`src/rtl/mips_pkg.sv`:
```
// Shared load-size encodings, register constants and the misaligned-access
// predicate used by the MEM/WB stage.
package mips_pkg;

    localparam logic [1:0] LOAD_BYTE = 2'b00;
    localparam logic [1:0] LOAD_HALF = 2'b01;
    localparam logic [1:0] LOAD_WORD = 2'b10;
    localparam logic [4:0] REG_ZERO  = 5'd0;

    // Size 2'b11 behaves as a word access.
    function automatic logic misaligned_access(input logic [1:0] size, input logic [1:0] addr);
        logic mis;
        case (size)
            LOAD_BYTE: mis = 1'b0;
            LOAD_HALF: mis = addr[0];
            default:   mis = (addr != 2'b00);
        endcase
        return mis;
    endfunction

endpackage

```
`src/rtl/load_formatter.sv`:
```
// Combinational little-endian load lane selection with sign/zero extension.
// Defined for a 32-bit datapath only.
module load_formatter
    import mips_pkg::*;
(
    input  logic [31:0] raw_i,
    input  logic [1:0]  addr_i,
    input  logic [1:0]  size_i,
    input  logic        unsigned_i,
    output logic [31:0] fmt_o
);

    logic [7:0]  byte_s;
    logic [15:0] half_s;
    logic        byte_ext_s;
    logic        half_ext_s;

    // Byte lane picked by the low two address bits.
    always_comb begin
        byte_s = 8'h00;
        case (addr_i)
            2'b00:   byte_s = raw_i[7:0];
            2'b01:   byte_s = raw_i[15:8];
            2'b10:   byte_s = raw_i[23:16];
            default: byte_s = raw_i[31:24];
        endcase
    end

    assign half_s     = addr_i[1] ? raw_i[31:16] : raw_i[15:0];
    assign byte_ext_s = ~unsigned_i & byte_s[7];
    assign half_ext_s = ~unsigned_i & half_s[15];

    // Final width extension according to access size.
    always_comb begin
        fmt_o = raw_i;
        case (size_i)
            LOAD_BYTE: fmt_o = {{24{byte_ext_s}}, byte_s};
            LOAD_HALF: fmt_o = {{16{half_ext_s}}, half_s};
            default:   fmt_o = raw_i;
        endcase
    end

endmodule

```
`src/rtl/mem_wb_stage.sv`:
```
// MEM/WB pipeline register: load formatting, write-back select, sticky halt and
// retired counter. Optional misaligned-load trap under MEM_WB_MISALIGN_TRAP_EN.
module mem_wb_stage
    import mips_pkg::*;
#(
    parameter int DATA_WIDTH     = 32,
    parameter int REG_ADDR_WIDTH = 5,
    parameter int CNT_WIDTH      = 32
) (
    input  logic                      i_clock,
    input  logic                      i_reset,
    input  logic                      i_stall,
    input  logic                      i_flush,
    input  logic                      i_valid,
    input  logic [DATA_WIDTH-1:0]     i_dataread,
    input  logic [DATA_WIDTH-1:0]     i_aluresult,
    input  logic [1:0]                i_load_size,
    input  logic                      i_load_unsigned,
    input  logic                      i_memtoreg,
    input  logic                      i_regwrite,
    input  logic [REG_ADDR_WIDTH-1:0] i_rd,
    input  logic                      i_halt,
    output logic [DATA_WIDTH-1:0]     o_wbdata,
    output logic [REG_ADDR_WIDTH-1:0] o_rd,
    output logic                      o_regwrite,
    output logic                      o_valid,
    output logic                      o_halted,
    output logic [CNT_WIDTH-1:0]      o_retired,
    output logic                      o_misaligned
);

    localparam logic [CNT_WIDTH-1:0] CNT_ONE = {{(CNT_WIDTH-1){1'b0}}, 1'b1};

    logic [1:0]                addr_s;
    logic [31:0]               fmt_s;
    logic                      retire_s;
    logic                      misaligned_s;

    logic [DATA_WIDTH-1:0]     wbdata_q,     wbdata_d;
    logic [REG_ADDR_WIDTH-1:0] rd_q,         rd_d;
    logic                      regwrite_q,   regwrite_d;
    logic                      valid_q,      valid_d;
    logic                      halted_q,     halted_d;
    logic [CNT_WIDTH-1:0]      retired_q,    retired_d;
    logic                      misaligned_q, misaligned_d;

    assign addr_s = i_aluresult[1:0];

    load_formatter u_load_formatter (
        .raw_i      (i_dataread[31:0]),
        .addr_i     (addr_s),
        .size_i     (i_load_size),
        .unsigned_i (i_load_unsigned),
        .fmt_o      (fmt_s)
    );

    // Once halted, every later slot is converted into a bubble.
    assign retire_s = i_valid & ~halted_q;

`ifdef MEM_WB_MISALIGN_TRAP_EN
    assign misaligned_s = i_valid & i_memtoreg & misaligned_access(i_load_size, addr_s);
`else
    assign misaligned_s = 1'b0;
`endif

    // Next-state selection: flush beats stall beats capture.
    always_comb begin
        wbdata_d     = wbdata_q;
        rd_d         = rd_q;
        regwrite_d   = regwrite_q;
        valid_d      = valid_q;
        halted_d     = halted_q;
        retired_d    = retired_q;
        misaligned_d = misaligned_q;
        if (i_flush) begin
            wbdata_d     = {DATA_WIDTH{1'b0}};
            rd_d         = {REG_ADDR_WIDTH{1'b0}};
            regwrite_d   = 1'b0;
            valid_d      = 1'b0;
            misaligned_d = 1'b0;
        end else if (i_stall) begin
            valid_d      = valid_q;
        end else begin
            valid_d      = retire_s;
            regwrite_d   = retire_s & i_regwrite & (i_rd != REG_ADDR_WIDTH'(REG_ZERO)) & ~misaligned_s;
            rd_d         = i_rd;
            wbdata_d     = i_memtoreg ? DATA_WIDTH'(fmt_s) : i_aluresult;
            misaligned_d = misaligned_s;
            halted_d     = halted_q | (i_valid & i_halt);
            retired_d    = retire_s ? (retired_q + CNT_ONE) : retired_q;
        end
    end

    // Stage state registers.
    always_ff @(posedge i_clock or negedge i_reset) begin
        if (!i_reset) begin
            wbdata_q     <= {DATA_WIDTH{1'b0}};
            rd_q         <= {REG_ADDR_WIDTH{1'b0}};
            regwrite_q   <= 1'b0;
            valid_q      <= 1'b0;
            halted_q     <= 1'b0;
            retired_q    <= {CNT_WIDTH{1'b0}};
            misaligned_q <= 1'b0;
        end else begin
            wbdata_q     <= wbdata_d;
            rd_q         <= rd_d;
            regwrite_q   <= regwrite_d;
            valid_q      <= valid_d;
            halted_q     <= halted_d;
            retired_q    <= retired_d;
            misaligned_q <= misaligned_d;
        end
    end

    assign o_wbdata     = wbdata_q;
    assign o_rd         = rd_q;
    assign o_regwrite   = regwrite_q;
    assign o_valid      = valid_q;
    assign o_halted     = halted_q;
    assign o_retired    = retired_q;
    assign o_misaligned = misaligned_q;

endmodule

```
`config.mk`:
```
export PLATFORM = sky130hd
export DESIGN_NAME = mem_wb_stage
export DESIGN_NICKNAME = d
export VERILOG_FILES = /design/src/rtl/mips_pkg.sv /design/src/rtl/load_formatter.sv /design/src/rtl/mem_wb_stage.sv
export SDC_FILE = /design/constraint.sdc
export NUM_CORES = 1
export LEC_CHECK = 0
export ABC_CLOCK_PERIOD_IN_PS = 2700
export BUFFER_PORTS_ARGS = -buffer_cell sky130_fd_sc_hd__buf_2
export CELL_PAD_IN_SITES_DETAIL_PLACEMENT = 1
export CELL_PAD_IN_SITES_GLOBAL_PLACEMENT = 2
export CORE_MARGIN = 5
export CORE_UTILIZATION = 30
export CTS_BUF_LIST = sky130_fd_sc_hd__clkbuf_2 sky130_fd_sc_hd__clkbuf_4 sky130_fd_sc_hd__clkbuf_8
export DETAILED_ROUTE_END_ITERATION = 6
export PLACE_DENSITY_LB_ADDON = 0.25
export SLEW_MARGIN = 5
export SYNTH_ARGS = -nofsm -noshare
export SYNTH_HDL_FRONTEND = slang
export SYNTH_HIERARCHICAL = 1
export SYNTH_SLANG_ARGS = --single-unit
```
`constraint.sdc`:
```
create_clock -name i_clock -period 2.7 [get_ports i_clock]
set_input_delay 0.675 -clock i_clock [delete_from_list [all_inputs] [get_ports i_clock]]
set_output_delay 0.675 -clock i_clock [all_outputs]
set_load 0.005 [all_outputs]
```
==> Word level (Yosys, flattened, before mapping) <==
Cells that the tools add are included.
{ "totals": {"output_inout_bits": 73, "word_cells": 42, "reg_bits": 73, "inputBits": 80} }
{ "classes": {"mux": 14, "n_addsub": 1, "bitwise": 11, "reduce_logical": 5, "eq_ne": 4} }
{ "op_table": {"columns": ["operator", "count"], "rows": [
  ["$mux W32", 3],
  ["$pmux W32 S2", 1],
  ["$add A32 B1 Y32 const B", 1],
  ["$pmux W8 S3", 1],
  ["$mux W16", 1],
  ["$mux W5", 2],
  ["$and A1 B1 Y1", 6],
  ["$mux W1", 6],
  ["$reduce_bool A5 Y1", 1],
  ["$eq A2 B1 Y1 const B", 2],
  ["$logic_not A2 Y1", 2],
  ["$not A1 Y1", 4],
  ["$reduce_and A3 Y1", 1],
  ["$eq A2 B2 Y1 const B", 1],
  ["$ne A2 B1 Y1 const B", 1],
  ["$reduce_and A2 Y1", 1],
  ["$or A1 B1 Y1", 1]
]} }

==> Logic depth before layout (Yosys ltp) <==
{ "depth": {"word_depth": 7, "ltp_mapped": 11, "mapped_depth_nobuf": 7} }

==> By module <==
Netlist, hierarchy kept.
{ "modules_own_cells": {"columns": ["mod", "area_per_inst_um2", "cells_per_inst", "seq_area_each_um2", "instances"], "rows": [
  ["mem_wb_stage", 3375.7, 339, 1801.7, 1],
  ["load_formatter", 845.8, 115, 0.0, 1]
]} }

==> Worst setup path after synthesis <==
OpenSTA, ideal clock, no wires.
{ "synth_path": {"path_kind": "input to register", "start": "in i_stall", "end": "reg retired_q[19] (netlist: o_retired[19])", "path_buffers": 2, "t_required_ns": 2.621, "setup_time_ns": 0.079, "path_stages": 6, "setup_slack_ns": 0.250, "arrival_time_ns": 2.370, "path_cell_list": "buf_6 or4b_1 or4_1 buf_2 nor4_1 xor2_1"} }
{ "synth_via": {"elab_chain_len": 2} }
{ "synth_lines": {"columns": ["item", "line", "source"], "rows": [
  ["start: declaration", "mem_wb_stage.sv:12", "input logic i_stall,"],
  ["$not A1 Y1 (no source line)", null, null],
  ["$reduce_and A3 Y1 (no source line)", null, null],
  ["end signal: assignment", "mem_wb_stage.sv:102", "retired_q <= {CNT_WIDTH{1'b0}};"],
  ["end signal: assignment", "mem_wb_stage.sv:110", "retired_q <= retired_d;"],
  ["end: declaration", "mem_wb_stage.sv:44", "logic [CNT_WIDTH-1:0] retired_q, retired_d;"]
]} }
No other way between the ends.
A chain may end at the register's enable or synchronous reset.

==> Final worst setup path <==
{ "layout_path": {"start": "in i_flush", "end": "reg retired_q[19] (netlist: o_retired[19])"} }
{ "layout_via": {"elab_chain_len": 2} }
{ "layout_lines": {"columns": ["item", "line", "source"], "rows": [
  ["start: declaration", "mem_wb_stage.sv:13", "input logic i_flush,"],
  ["$not A1 Y1 (no source line)", null, null],
  ["$reduce_and A3 Y1 (no source line)", null, null]
]} }
No other way between the ends.

==> reports/metrics.yaml <==
cp_cell_sequence: "buf_2, or4b_1, or4_1, nor4_1, xor2_1"
skew_ps: 7.38
detailed_place_hpwl_um: 11200
synth_flop_cell: "dfrtp_1"
synthTopCellsByArea: "dfrtp_1, mux2i_1, nor2_1"
path_max_fanout: 8
fmax_ghz: 0.431
cts_resized: 0
initial_core_util_pct: 30.5
viasPerCell: 4.98
synth_warnings: 6
rsz0062_at_grt: "no"
hold_slack_ps: 301
netlist.area_leader.share_pct: 42.7
leakagePower_nw: 2.75
finalSetupViolCount: 0
final_max_slew_viol_count: 0
syn_area_per_cell_um2: 9.30
crit_path_start_kind: "primary input"
area_delta_synth_final_pct: 27.4
worst_pin_slew_ps: 759
r2r_cells: 4
io_buffer_count: 151
synth_nets: 535
critPathKind: "in2reg"
grt_pass1_wl_um: 23300
period_share_pct: 85.8
hold_viol_final: 0
io_pins: 153
gp_congestion: 0.814
clkSinkCount: 72
min_period_ps: 2320
syn-instance-count: 454
grt.busiest_layer: "met2"
synth-seq-area-share_pct: 42.7
drive_gt1_share_pct: 33.6
drt_wl_total_um: 14600
grt_max_degree: 73
insertion_delay_ps: 360
nets: 680
cts_made_buffers: 9
synth_area_leader_cell: "dfrtp_1"
ir_worst_vdd_v: 0.000262
core_area_um2: 13800
netlist_area_um2: 4220
htreeDepth: 3
critPathArrivalTime_ps: 2600
via_count: 3906
drt_first_iter_violations: 183
root_buffer: "clkbuf_8"
cts_hold_buf: 0
slowest_delay_ps: 680
cts_setup_buffers: 0
cap_viol_max_count: 0
fp-row-count: 43
dieArea_um2: 16500
fin_util_pct: 38.9
required_ps: 2980
route.detailed.drc: 0
relSlewSlack_pct: 49.4
min_path_type: "in2async"
synth-async-reset-ratio_pct: 100
synth-edff-count: 0
power_density_nw_per_um2: 482
critPathSlowestCell: "or4_1"
wl_per_cell_um: 18.6
cts_buffer_depth: 2
chipHeight_um: 129
ant_nets: 0
reg2reg_slack_ps: 450
cp_num_buf_inv: 1
use_met2_pct: 31.3
run_status: "finished, final reports clean"
r2r-end: "o_retired[19]$_DFFE_PN0P_"
synth.distinct_cells: 38
met3_usage_pct: 4.94
timing.rr.start: "o_halted$_DFFE_PN0P_"
antenna_found_initial: 0
crit_family: "simple AND/OR/NAND/NOR gates"
use_met1_pct: 22.1
die_w_um: 129
gr-usage-all-layers_pct: 18.0
firstDrtPassIters: 4
path_clk_slew_ps: 80
tritoncts: "done"
critical_path.endpoint_type: "flip-flop"
diodes: 0
grt_overflow: 0
synth_seq_cells: 72
grt_pass1_vias: 4230
-- power breakdown --
| group | leakage, nW | internal [mW] | switching (mW) |
|---|---|---|---|
| Sequential | 0.969 | 1.14 | 0.0694 |
| Clock | 0.0994 | 0.427 | 0.441 |
| Combinational | 1.68 | 0.235 | 0.282 |
| Total | 2.75 | 1.80 | 0.793 |
-- final cells by class --
class,count,area (um^2)
inverter,5,18.8
timing repair buffer,169,918
clock buffer,9,124
clock inverter,7,70.1
sequential,72,1800
tap,180,225
multi-input combinational,342,2220
fill,1666,8450
-- cells by family after synthesis --
family | share of synthesized area, %
xor gates and xnor gates | 6.43
DFF | 42.7
other | 0.0888
and+or+nand+nor | 18.9
buffers and inverters | 4.68
muxes | 13.1
adders and majority gates | 0.296
AOI/OAI and AO/OA | 13.8
-- worst register-to-register path: cells and delay by family (launching register included) --
family	cells	cell delay (ps)
flops	1	400
simple gates	3	1590
xor+xnor	1	180
-- synthesized netlist by cell type, drive strengths merged, types with 8 or more instances --
| cell type | n |
|---|---|
| mux2i | 52 |
| nor2b | 10 |
| o221ai | 8 |
| nor2 | 78 |
| nand2 | 41 |
| buf | 16 |
| xor2 | 10 |
| o211ai | 17 |
| a21oi | 32 |
| nand4 | 12 |
| dfrtp | 72 |
| clkbuf | 19 |
| nand3 | 13 |
| xnor2 | 21 |
| nor3 | 8 |
| a22oi | 9 |
-- stage by stage --
| step | area (um^2) | worst slack, ps | total power, mW | std cells | TNS [ps] |
|---|---|---|---|---|---|
| finish | 5380 | 382 | 2.60 | 784 | 0 |
| global route | 5380 | 307 | 2.76 | 784 | 0 |
| CTS | 5380 | 391 | 2.65 | 784 | 0 |
| detailed placement | 5190 | -29.9 | 1.76 | 768 | -29.9 |
| global placement | 5190 | 39.6 | 1.75 | 768 | 0 |
| floorplan | 4220 | 250 | 1.50 | 454 | 0 |
-- how the worst max path moves through the flow --
stage	start	end	slack [ps]	depth (start not counted)
global route	i_flush	o_retired[19]$_DFFE_PN0P_	310	5
detailed placement	i_flush	o_retired[19]$_DFFE_PN0P_	-30	5
finish	i_flush	o_retired[19]$_DFFE_PN0P_	380	5
floorplan	i_stall	o_retired[19]$_DFFE_PN0P_	250	6
CTS	i_flush	o_retired[19]$_DFFE_PN0P_	390	5
global placement	i_flush	o_retired[21]$_DFFE_PN0P_	40	5
-- sequential cells by signal, indices dropped and copies added, names as in the netlist --
signal / cells
o_rd: 5
o_valid: 1
o_regwrite: 1
o_retired: 32
o_halted: 1
o_wbdata: 32
-- layer usage --
layer,vias to the layer above,share of wire (%)
met5,-,0
met4,0,1.2
met3,12,5.5
met2,101,51
met1,1906,42
li1,1887,-
-- placed cells by master (no fill, tap or decap), types with 4 or more instances in the layout --
cell type,synthesis,routed
buf_4,3,17
o22a_1,7,7
o211ai_2,10,10
xor2_1,10,10
o221ai_1,8,8
inv_1,4,4
xnor2_1,21,21
nor2b_1,10,10
nor2_1,78,78
nand3_1,13,13
a21oi_1,32,32
o211ai_1,7,7
nand4_1,12,12
nor3_1,8,8
buf_2,5,150
dfrtp_1,72,72
clkbuf_8,0,9
nand2_1,41,41
mux2i_1,52,52
a22oi_1,9,9
Note: power is estimated with default switching activity, not from simulation.
